$ cat config.mk
export PLATFORM = sky130hd
export DESIGN_NAME = osc_freq_meter
export DESIGN_NICKNAME = d
export VERILOG_FILES = /design/src/rtl/osc_meas_pkg.sv /design/src/rtl/sync_edge_det.sv /design/src/rtl/osc_freq_meter.sv
export SDC_FILE = /design/constraint.sdc
export NUM_CORES = 1
export LEC_CHECK = 0
export CAP_MARGIN = 0
export CORE_MARGIN = 2
export CORE_UTILIZATION = 61
export DETAILED_ROUTE_END_ITERATION = 8
export PLACE_DENSITY = 0.84
export SYNTH_ARGS = -nofsm -noshare
export SYNTH_HDL_FRONTEND = slang
export SYNTH_SLANG_ARGS = --single-unit
$ cat constraint.sdc
create_clock -name clk -period 2.5 [get_ports clk]
set_input_delay 0.5 -clock clk [delete_from_list [all_inputs] [get_ports clk]]
set_output_delay 0.5 -clock clk [all_outputs]
set_load 0.02 [all_outputs]
$ cat src/rtl/osc_meas_pkg.sv
// rtl/osc_meas_pkg.sv - shared types, default widths and saturating increment for the oscillator frequency meter
package osc_meas_pkg;

    typedef enum logic [1:0] {
        IDLE = 2'd0,
        GATE = 2'd1,
        HOLD = 2'd2
    } meas_state_t;

    localparam int GATE_W_DEF = 16;
    localparam int CNT_W_DEF  = 16;

    // Working width of the saturating helper; counters up to 32 bits are supported.
    localparam int SAT_W = 32;

    // Increment that sticks at max_val instead of wrapping.
    function automatic logic [SAT_W-1:0] sat_inc(input logic [SAT_W-1:0] val,
                                                 input logic [SAT_W-1:0] max_val);
        return (val >= max_val) ? max_val : val + 1'b1;
    endfunction

endpackage

$ cat src/rtl/sync_edge_det.sv
// rtl/sync_edge_det.sv - multi-flop synchroniser followed by a rising-edge detector
module sync_edge_det #(
    parameter int SYNC_STAGES = 2
) (
    input  logic clk,
    input  logic rst,
    input  logic async_in,
    output logic rise_edge
);

    logic [SYNC_STAGES-1:0] r_sync;
    logic                   r_dly;

    // Shift the asynchronous input through the synchroniser, then keep one delayed copy.
    always_ff @(posedge clk) begin
        if (rst) begin
            r_sync <= '0;
            r_dly  <= 1'b0;
        end else begin
            r_sync <= {r_sync[SYNC_STAGES-2:0], async_in};
            r_dly  <= r_sync[SYNC_STAGES-1];
        end
    end

    assign rise_edge = r_sync[SYNC_STAGES-1] & ~r_dly;

endmodule

$ cat src/rtl/osc_freq_meter.sv
// rtl/osc_freq_meter.sv - gated rising-edge counter for ring oscillators; OSC_FREQ_DIFF_EN adds a reference channel and signed difference
module osc_freq_meter
    import osc_meas_pkg::*;
#(
    parameter int GATE_CYCLES = 1000,
    parameter int GATE_W      = GATE_W_DEF,
    parameter int CNT_W       = CNT_W_DEF,
    parameter int SYNC_STAGES = 2
) (
    input  logic                    clk,
    input  logic                    rst,
    input  logic                    osc_in,
`ifdef OSC_FREQ_DIFF_EN
    input  logic                    osc_ref_in,
`endif
    input  logic                    start,
    input  logic                    cont,
    output logic                    busy,
    output logic                    res_valid,
    input  logic                    res_ready,
    output logic [CNT_W-1:0]        result,
    output logic                    overflow
`ifdef OSC_FREQ_DIFF_EN
    ,
    output logic signed [CNT_W:0]   diff
`endif
);

    localparam logic [GATE_W-1:0] TIMER_LAST = GATE_W'(GATE_CYCLES - 1);
    localparam logic [CNT_W-1:0]  CNT_MAX    = '1;

    meas_state_t        r_state;
    logic [GATE_W-1:0]  r_timer;
    logic               r_busy;
    logic               r_res_valid;
    logic [CNT_W-1:0]   r_result;
    logic               r_overflow;

    logic [CNT_W-1:0]   r_cnt_a;
    logic               r_sat_a;
    logic               w_edge_a;
    logic [CNT_W-1:0]   w_cnt_a_next;
    logic               w_sat_a_next;

    logic               w_last;
    logic               w_accept;
    logic               w_ovf_any;

    sync_edge_det #(
        .SYNC_STAGES (SYNC_STAGES)
    ) u_sync_a (
        .clk       (clk),
        .rst       (rst),
        .async_in  (osc_in),
        .rise_edge (w_edge_a)
    );

    // An edge arriving on a saturated counter marks the window as overflowed.
    assign w_cnt_a_next = w_edge_a ? CNT_W'(sat_inc(SAT_W'(r_cnt_a), SAT_W'(CNT_MAX))) : r_cnt_a;
    assign w_sat_a_next = r_sat_a | (w_edge_a & (r_cnt_a == CNT_MAX));

`ifdef OSC_FREQ_DIFF_EN
    logic [CNT_W-1:0]   r_cnt_b;
    logic               r_sat_b;
    logic               w_edge_b;
    logic [CNT_W-1:0]   w_cnt_b_next;
    logic               w_sat_b_next;
    logic signed [CNT_W:0] w_diff_next;
    logic signed [CNT_W:0] r_diff;

    sync_edge_det #(
        .SYNC_STAGES (SYNC_STAGES)
    ) u_sync_b (
        .clk       (clk),
        .rst       (rst),
        .async_in  (osc_ref_in),
        .rise_edge (w_edge_b)
    );

    assign w_cnt_b_next = w_edge_b ? CNT_W'(sat_inc(SAT_W'(r_cnt_b), SAT_W'(CNT_MAX))) : r_cnt_b;
    assign w_sat_b_next = r_sat_b | (w_edge_b & (r_cnt_b == CNT_MAX));
    assign w_diff_next  = $signed({1'b0, w_cnt_a_next}) - $signed({1'b0, w_cnt_b_next});
    assign w_ovf_any    = w_sat_a_next | w_sat_b_next;
    assign diff         = r_diff;

    // Reference channel counts over exactly the same window as the main channel.
    always_ff @(posedge clk) begin
        if (rst) begin
            r_cnt_b <= '0;
            r_sat_b <= 1'b0;
            r_diff  <= '0;
        end else begin
            case (r_state)
                IDLE: begin
                    if (start || cont) begin
                        r_cnt_b <= '0;
                        r_sat_b <= 1'b0;
                    end
                end
                GATE: begin
                    r_cnt_b <= w_cnt_b_next;
                    r_sat_b <= w_sat_b_next;
                    if (w_last) begin
                        r_diff <= w_diff_next;
                    end
                end
                HOLD: begin
                    if (w_accept && cont) begin
                        r_cnt_b <= '0;
                        r_sat_b <= 1'b0;
                    end
                end
                default: begin
                end
            endcase
        end
    end
`else
    assign w_ovf_any = w_sat_a_next;
`endif

    assign w_last   = (r_timer == TIMER_LAST);
    assign w_accept = r_res_valid & res_ready;

    assign busy      = r_busy;
    assign res_valid = r_res_valid;
    assign result    = r_result;
    assign overflow  = r_overflow;

    // Measurement sequencer: arm, count for the gate window, then hold the result until accepted.
    always_ff @(posedge clk) begin
        if (rst) begin
            r_state     <= IDLE;
            r_timer     <= '0;
            r_cnt_a     <= '0;
            r_sat_a     <= 1'b0;
            r_busy      <= 1'b0;
            r_res_valid <= 1'b0;
            r_result    <= '0;
            r_overflow  <= 1'b0;
        end else begin
            case (r_state)
                IDLE: begin
                    if (start || cont) begin
                        r_state <= GATE;
                        r_timer <= '0;
                        r_cnt_a <= '0;
                        r_sat_a <= 1'b0;
                        r_busy  <= 1'b1;
                    end
                end
                GATE: begin
                    r_cnt_a <= w_cnt_a_next;
                    r_sat_a <= w_sat_a_next;
                    if (w_last) begin
                        // The final gate cycle's edge is included in the loaded result.
                        r_state     <= HOLD;
                        r_busy      <= 1'b0;
                        r_res_valid <= 1'b1;
                        r_result    <= w_cnt_a_next;
                        r_overflow  <= w_ovf_any;
                    end else begin
                        r_timer <= r_timer + 1'b1;
                    end
                end
                HOLD: begin
                    if (w_accept) begin
                        r_res_valid <= 1'b0;
                        if (cont) begin
                            r_state <= GATE;
                            r_timer <= '0;
                            r_cnt_a <= '0;
                            r_sat_a <= 1'b0;
                            r_busy  <= 1'b1;
                        end else begin
                            r_state <= IDLE;
                        end
                    end
                end
                default: begin
                    r_state <= IDLE;
                end
            endcase
        end
    end

endmodule
**Word level (Yosys, flattened, before mapping)**

Cells that the tools add are included.

- Input port bits: 6
- Word-level logic and storage cells: 62
- Flip-flop bits (word level): 57

- Add/sub/neg operators: 2
- Mux-type cells: 25
- Bitwise logic cells: 5
- Magnitude comparators: 1
- Reductions and logical operators: 10
- Eq/ne operators: 9

Operators by type and width:

| cell | count |
|---|---|
| two-way mux 16 bit | 6 |
| case mux 16 bit (3 select lines) | 2 |
| adder 16 x 1 -> 16 bit, second input constant | 2 |
| == test 16 x 10 -> 1 bit, second input constant | 1 |
| == test 16 bit, second input constant | 1 |
| >= comparator 16 bit, second input constant | 1 |
| two-way mux 1 bit | 10 |
| != test 2 bit, second input constant | 5 |
| AND reduction 5 bit | 2 |
| two-way mux 2 bit | 3 |
| case mux 1 bit (3 select lines) | 2 |
| case mux 2 bit (3 select lines) | 1 |
| AND reduction 3 bit | 2 |
| AND reduction 4 bit | 1 |
| bitwise AND 1 bit | 3 |
| nonzero test 3 bit | 1 |
| == test 2 x 1 -> 1 bit, second input constant | 1 |
| == test 2 bit, second input constant | 1 |
| zero test 2 bit | 1 |
| case mux 1 bit (2 select lines) | 1 |
| AND reduction 2 bit | 1 |
| nonzero test 2 bit | 1 |
| logical OR 1 bit | 1 |
| inverter 1 bit | 1 |
| bitwise OR 1 bit | 1 |

**Logic depth before layout (Yosys ltp)**

- Depth in word-level cells: 5
- Mapped depth: 8

**Cells and area by module**

From an unflattened synthesis, not the netlist that was laid out.

- Cells, all modules: 338
- Area, all modules: 2,832.7 µm²

Modules (own cells, without submodules):

| module | area an instance (µm²) | sequential area each (µm²) | cells an instance | times used |
|---|---|---|---|---|
| osc_freq_meter | 2,745.1 | 1,081.0 | 331 | 1 |
| sync_edge_det | 87.6 | 60.1 | 7 | 1 |

**Worst setup path before layout**

Ideal clock, no wire load.

- Kind: register -> register
- From: register r_cnt_a[0]
- To: register r_cnt_a[13]
- Arrival: 1.667 ns
- Stages on the path, launching flop included: 9
- Period minus slack after synthesis: 1.738 ns
- Setup slack: 0.762 ns
- Path buffers: 2
- Path through: dfxtp_1 ha_1 and3b_1 clkbuf_1 nand3_1 nor2_2 buf_2 o21ai_0 a21oi_1

- Longest elaborated chain between the ends: 4
- Elaborated cells on any way between the ends: 5
- Classes of those cells: 1 x add/sub; 1 x order compare; 3 x mux

RTL lines:

| element | line | text |
|---|---|---|
| start: declaration | osc_freq_meter.sv:39 | `logic [CNT_W-1:0] r_cnt_a;` |
| start signal: assignment | osc_freq_meter.sv:153 | `r_cnt_a <= w_cnt_a_next;` |
| adder 16 x 1 -> 16 bit / >= comparator 16 bit (equally long branches) | osc_meas_pkg.sv:19 | `return (val >= max_val) ? max_val : val + 1'b1;` |
| two-way mux 16 bit * | osc_meas_pkg.sv:19 |  |
| two-way mux 16 bit * | osc_freq_meter.sv:59 | `assign w_cnt_a_next = w_edge_a ? CNT_W'(sat_inc(SAT_W'(r_cnt_a), SAT_W'(CNT_MAX))) : r_cnt_a;` |
| case mux 16 bit (3 select lines) * | osc_freq_meter.sv:142 | `case (r_state)` |

Every way passes the cells marked *; elsewhere a longest branch is shown, timed or not.
A chain may end at the register's enable or synchronous reset.

**Worst setup path in the final report**

- From: register r_cnt_a[0]
- To: register r_result[3] (netlist: result[3])

- Longest elaborated chain between the ends: 3
- Elaborated cells on any way between the ends: 4
- Classes of those cells: 1 x add/sub; 1 x order compare; 2 x mux

RTL lines:

| element | line | text |
|---|---|---|
| adder 16 x 1 -> 16 bit / >= comparator 16 bit (equally long branches) | osc_meas_pkg.sv:19 |  |
| two-way mux 16 bit * | osc_meas_pkg.sv:19 |  |
| two-way mux 16 bit * | osc_freq_meter.sv:59 |  |
| end signal: assignment | osc_freq_meter.sv:160 | `r_result <= w_cnt_a_next;` |
| end: declaration | osc_freq_meter.sv:36 | `logic [CNT_W-1:0] r_result;` |

Marks and branches as above.

==> key figures <==
Synthesis
  • Top cells by area in the synthesized netlist: dfxtp_1 41%, nor2_1 5.5%, a21oi_1 5.4%, o21ai_0 5.0%, nand2_1 4.1%
  • Synthesized instance count: 339
  • Library cell with the highest instance count after synthesis: dfxtp_1
  • Number of nets produced by synthesis: 347
  • EDFF count, synth: 0
  • Fraction of registers with async set or reset after synthesis: 0%
  • Distinct cells, synth: 56
  • Flop and latch count out of synthesis: 57
  • Proportion of netlist area held by the largest area contributor: 41.08%
  • Sequential area share after synthesis: 41.08%
  • Cell area after technology mapping: 0.002778 mm2
  • Yosys warns: 0
  • Most frequent cells after synthesis: 57 x dfxtp_1, 41 x nor2_1, 30 x a21oi_1, 30 x nand2_1, 28 x o21ai_0
  • Mean instance size in the synthesized netlist: 8.194 um2
  • Cell type with the highest aggregate area in the netlist: dfxtp_1
  • Top FF cell, synth: dfxtp_1

GRT
  • Global-route total usage across every layer: 26.38%
  • Number of antenna violations at the first check in global routing: 0
  • Maximum number of pins on one net before global-route repair: 43
  • Final global-route overflow total: 0
  • Global-route wire length before repair: 10.60 mm
  • Via count of the first global-routing pass: 2240

Critical path
  • Worst Setup End Kind: register
  • Worst setup path startpoint: r_cnt_a[0]$_SDFFE_PP0P_
  • WP data required: 2.73 ns
  • Number of buffers and inverters on the critical path: 0
  • Setup slack of the worst register-to-register path: 0.34 ns
  • Crit Reg-Reg Startpoint: r_cnt_a[0]$_SDFFE_PP0P_
  • Ordered cell list for the critical path: ha_1 -> and3b_1 -> nand3_1 -> nor2_2 -> nor2_1 -> a211oi_1
  • Worst path max stage delay: 0.46 ns
  • Worst Path Arrival: 2.40 ns
  • Cell with the biggest individual delay on the critical path: dfxtp_1
  • Kind of launch point of the worst setup path: register
  • Worst Reg-to-Reg Cells: 6
  • Worst setup path class: reg2reg
  • Maximum fanout along the worst path: 8
  • Worst r2r dst: result[3]$_SDFFE_PP0P_
  • Kind of cell adding the most delay to the critical path: simple AND/OR/NAND/NOR gates
  • Crit. path cell count: 6
  • Last element of the critical path: result[3]$_SDFFE_PP0P_

Power and ir drop
  • Switching power of the nets: 0.3981 mW
  • Switch share: 23.19%
  • Total power: 1.717 mW
  • Combinational share of power: 5.5%
  • Clock network power share: 40.9%
  • Int Power: 1.319 mW
  • P_leak: 1.053 nW
  • Maximum resistive drop on vdd: 434.5 uV
  • Sequential share of power: 53.6%
  • Total power divided by cell area: 531.8 mW/mm2

Clock tree
  • Clock tree from TritonCTS: done
  • Clock latency of the later-clocked register in the worst-skew pair: 0.33 ns
  • Clock root buffer: clkbuf_8
  • Bufs on Longest Clock Path: 2
  • Clock tree sinks: 57
  • Post-cts gate resize count: 0
  • Number of buffers inserted during clock tree synthesis: 9
  • Post-CTS setup repair buffer count: 0
  • Post-cts hold buffer count: 0
  • # H-tree levels: 3
  • Clock slew at reported path FFs: 0.06 ns

Route
  • Routed via count: 2640
  • Number of detailed-routing iterations run before antenna repair: 8
  • Post-detailed-route wirelength per cell: 15.78 um
  • Final routed DRC violation total: 0
  • Post-detailed-route via-to-cell ratio: 6.286
  • Final Routed Wirelength: 6.627 mm
  • Residual antenna-violating net count after detailed routing: 0
  • DR iter-0 viols: 384

Place
  • Half-perimeter wire length after detailed placement: 4.493 mm
  • Number of port buffers: 24
  • Final weighted congestion in routability-driven placement: 0.9318
  • Worst setup slack before clock tree synthesis: 0.1436 ns
  • Placed Cells incl. Taps: 407
  • Total cell area at the placement stage: 0.003078 mm2

Floorplanning
  • Effective utilization at floorplan: 63.36%
  • Die W: 71.48 um
  • Floorplan die area: 0.005109 mm2
  • Vertical extent of the die: 71.48 um
  • I/O pin count: 25
  • Number of core rows: 24
  • Std-Cell Core Area: 0.004384 mm2

STA
  • Number of hold violations in the final report: 0
  • Shortest clock period the worst path allows after layout: 2.163 ns
  • Final-layout setup total negative slack: 0 ns
  • Unrepaired setup endpoints after global routing: false
  • Slew HR: 67.34%
  • Number of max-slew violations in the final report: 0
  • Post-route clock period utilization: 86.53%
  • Setup slack of the critical path after layout: 0.3368 ns
  • Transition time at the pin with the least slew margin: 0.4881 ns
  • Fmax: 462.3 MHz
  • Final worst hold slack: 0.4543 ns
  • Setup-violating endpoint count in the final report: 0
  • Final worst clock skew: 0.008174 ns

Layout
  • Number of standard cells in the final layout excluding fillers: 420
  • Antenna Diode Count: 0
  • Share of cells above drive strength 1: 7.880%
  • Fin area: 0.003228 mm2
  • Number of fillers in the final layout: 340
  • Area growth from synthesis to layout: 16.22%
  • Post-route core utilization: 73.63%
  • Post-layout net count: 374

Min path
  • Class of the tightest hold or removal check: reg2reg

Run
  • Number of max-capacitance violations reported: 0

Run status
  • Run status: complete, no violations
[state kept, by name (all words and copies together) (netlist names), 2 cells and up]
register,flops
u_sync_a.r_sync,2
result,16
r_timer,16
r_cnt_a,16
r_state,2
[how the worst min path moves through the flow]
stage                                  start                       endpoint  cells past startpoint
4_1_cts        u_sync_a.r_sync[0]$_SDFF_PP0_  u_sync_a.r_sync[1]$_SDFF_PP0_                      1
3_3_place_gp         result[12]$_SDFFE_PP0P_        result[12]$_SDFFE_PP0P_                      2
5_1_grt        u_sync_a.r_sync[0]$_SDFF_PP0_  u_sync_a.r_sync[1]$_SDFF_PP0_                      1
3_5_place_dp   u_sync_a.r_sync[0]$_SDFF_PP0_  u_sync_a.r_sync[1]$_SDFF_PP0_                      1
6_report       u_sync_a.r_sync[0]$_SDFF_PP0_  u_sync_a.r_sync[1]$_SDFF_PP0_                      1
2_1_floorplan  u_sync_a.r_sync[0]$_SDFF_PP0_  u_sync_a.r_sync[1]$_SDFF_PP0_                      1
[layout make-up]
type | count | area (um2) | share of cell area, %
clock buffer | 12 | 145.1 | 4.496
timing repair buffer | 34 | 327.8 | 10.16
sequential | 57 | 1141 | 35.35
multi-input combinational | 260 | 1529 | 47.36
tap | 52 | 65.06 | 2.016
inverter | 4 | 15.01 | 0.4651
clock inverter | 1 | 5.005 | 0.1550
[logic make-up after synthesis]
kind of cell	after synthesis	share of synthesized area, %
xor+xnor	15	4.730
mux	5	1.847
compound gates	91	19.86
buf+inv	22	3.874
flops	57	41.08
fa+ha+maj	2	0.9008
simple gates	147	27.70
[per-layer routing]
metal / routed length, um / part of all wire, % / global-route usage [%] / vias to the layer above
met5: 0 / 0 / 0 / -
met2: 2843 / 43 / 37.24 / 132
met1: 3162 / 48 / 38.77 / 1208
li1: - / - / - / 1279
met4: 146 / 2.2 / 13.00 / 0
met3: 475 / 7.2 / 4.641 / 21
[placed cells by master, fill, tap and decap left out, drive strengths merged, types with 3 or more instances in the layout]
master and count:
inv 4, mux2i 4, xnor2 11, o21ai 29
clkbuf 12, o31ai 3, nand3 15, dfxtp 57
nand2b 3, and4 9, xor2 4, nand2 30
a21oi 30, nor2 42, nor4 5, nand4 7
and2 5, nor3 7, or3 3, nor2b 7
buf 10, clkdlybuf4s50 24, a211oi 10
[power groups by stage]
stage | clock [mW] | sequential, mW | combinational [mW]
6_report | 0.702 | 0.921 | 0.0936
5_1_grt | 0.737 | 0.922 | 0.101
4_1_cts | 0.708 | 0.921 | 0.0915
3_5_place_dp | 0 | 0.941 | 0.0912
3_3_place_gp | 0 | 0.940 | 0.0901
2_1_floorplan | 0 | 0.941 | 0.0520
Note: power is estimated with default switching activity, not from simulation.
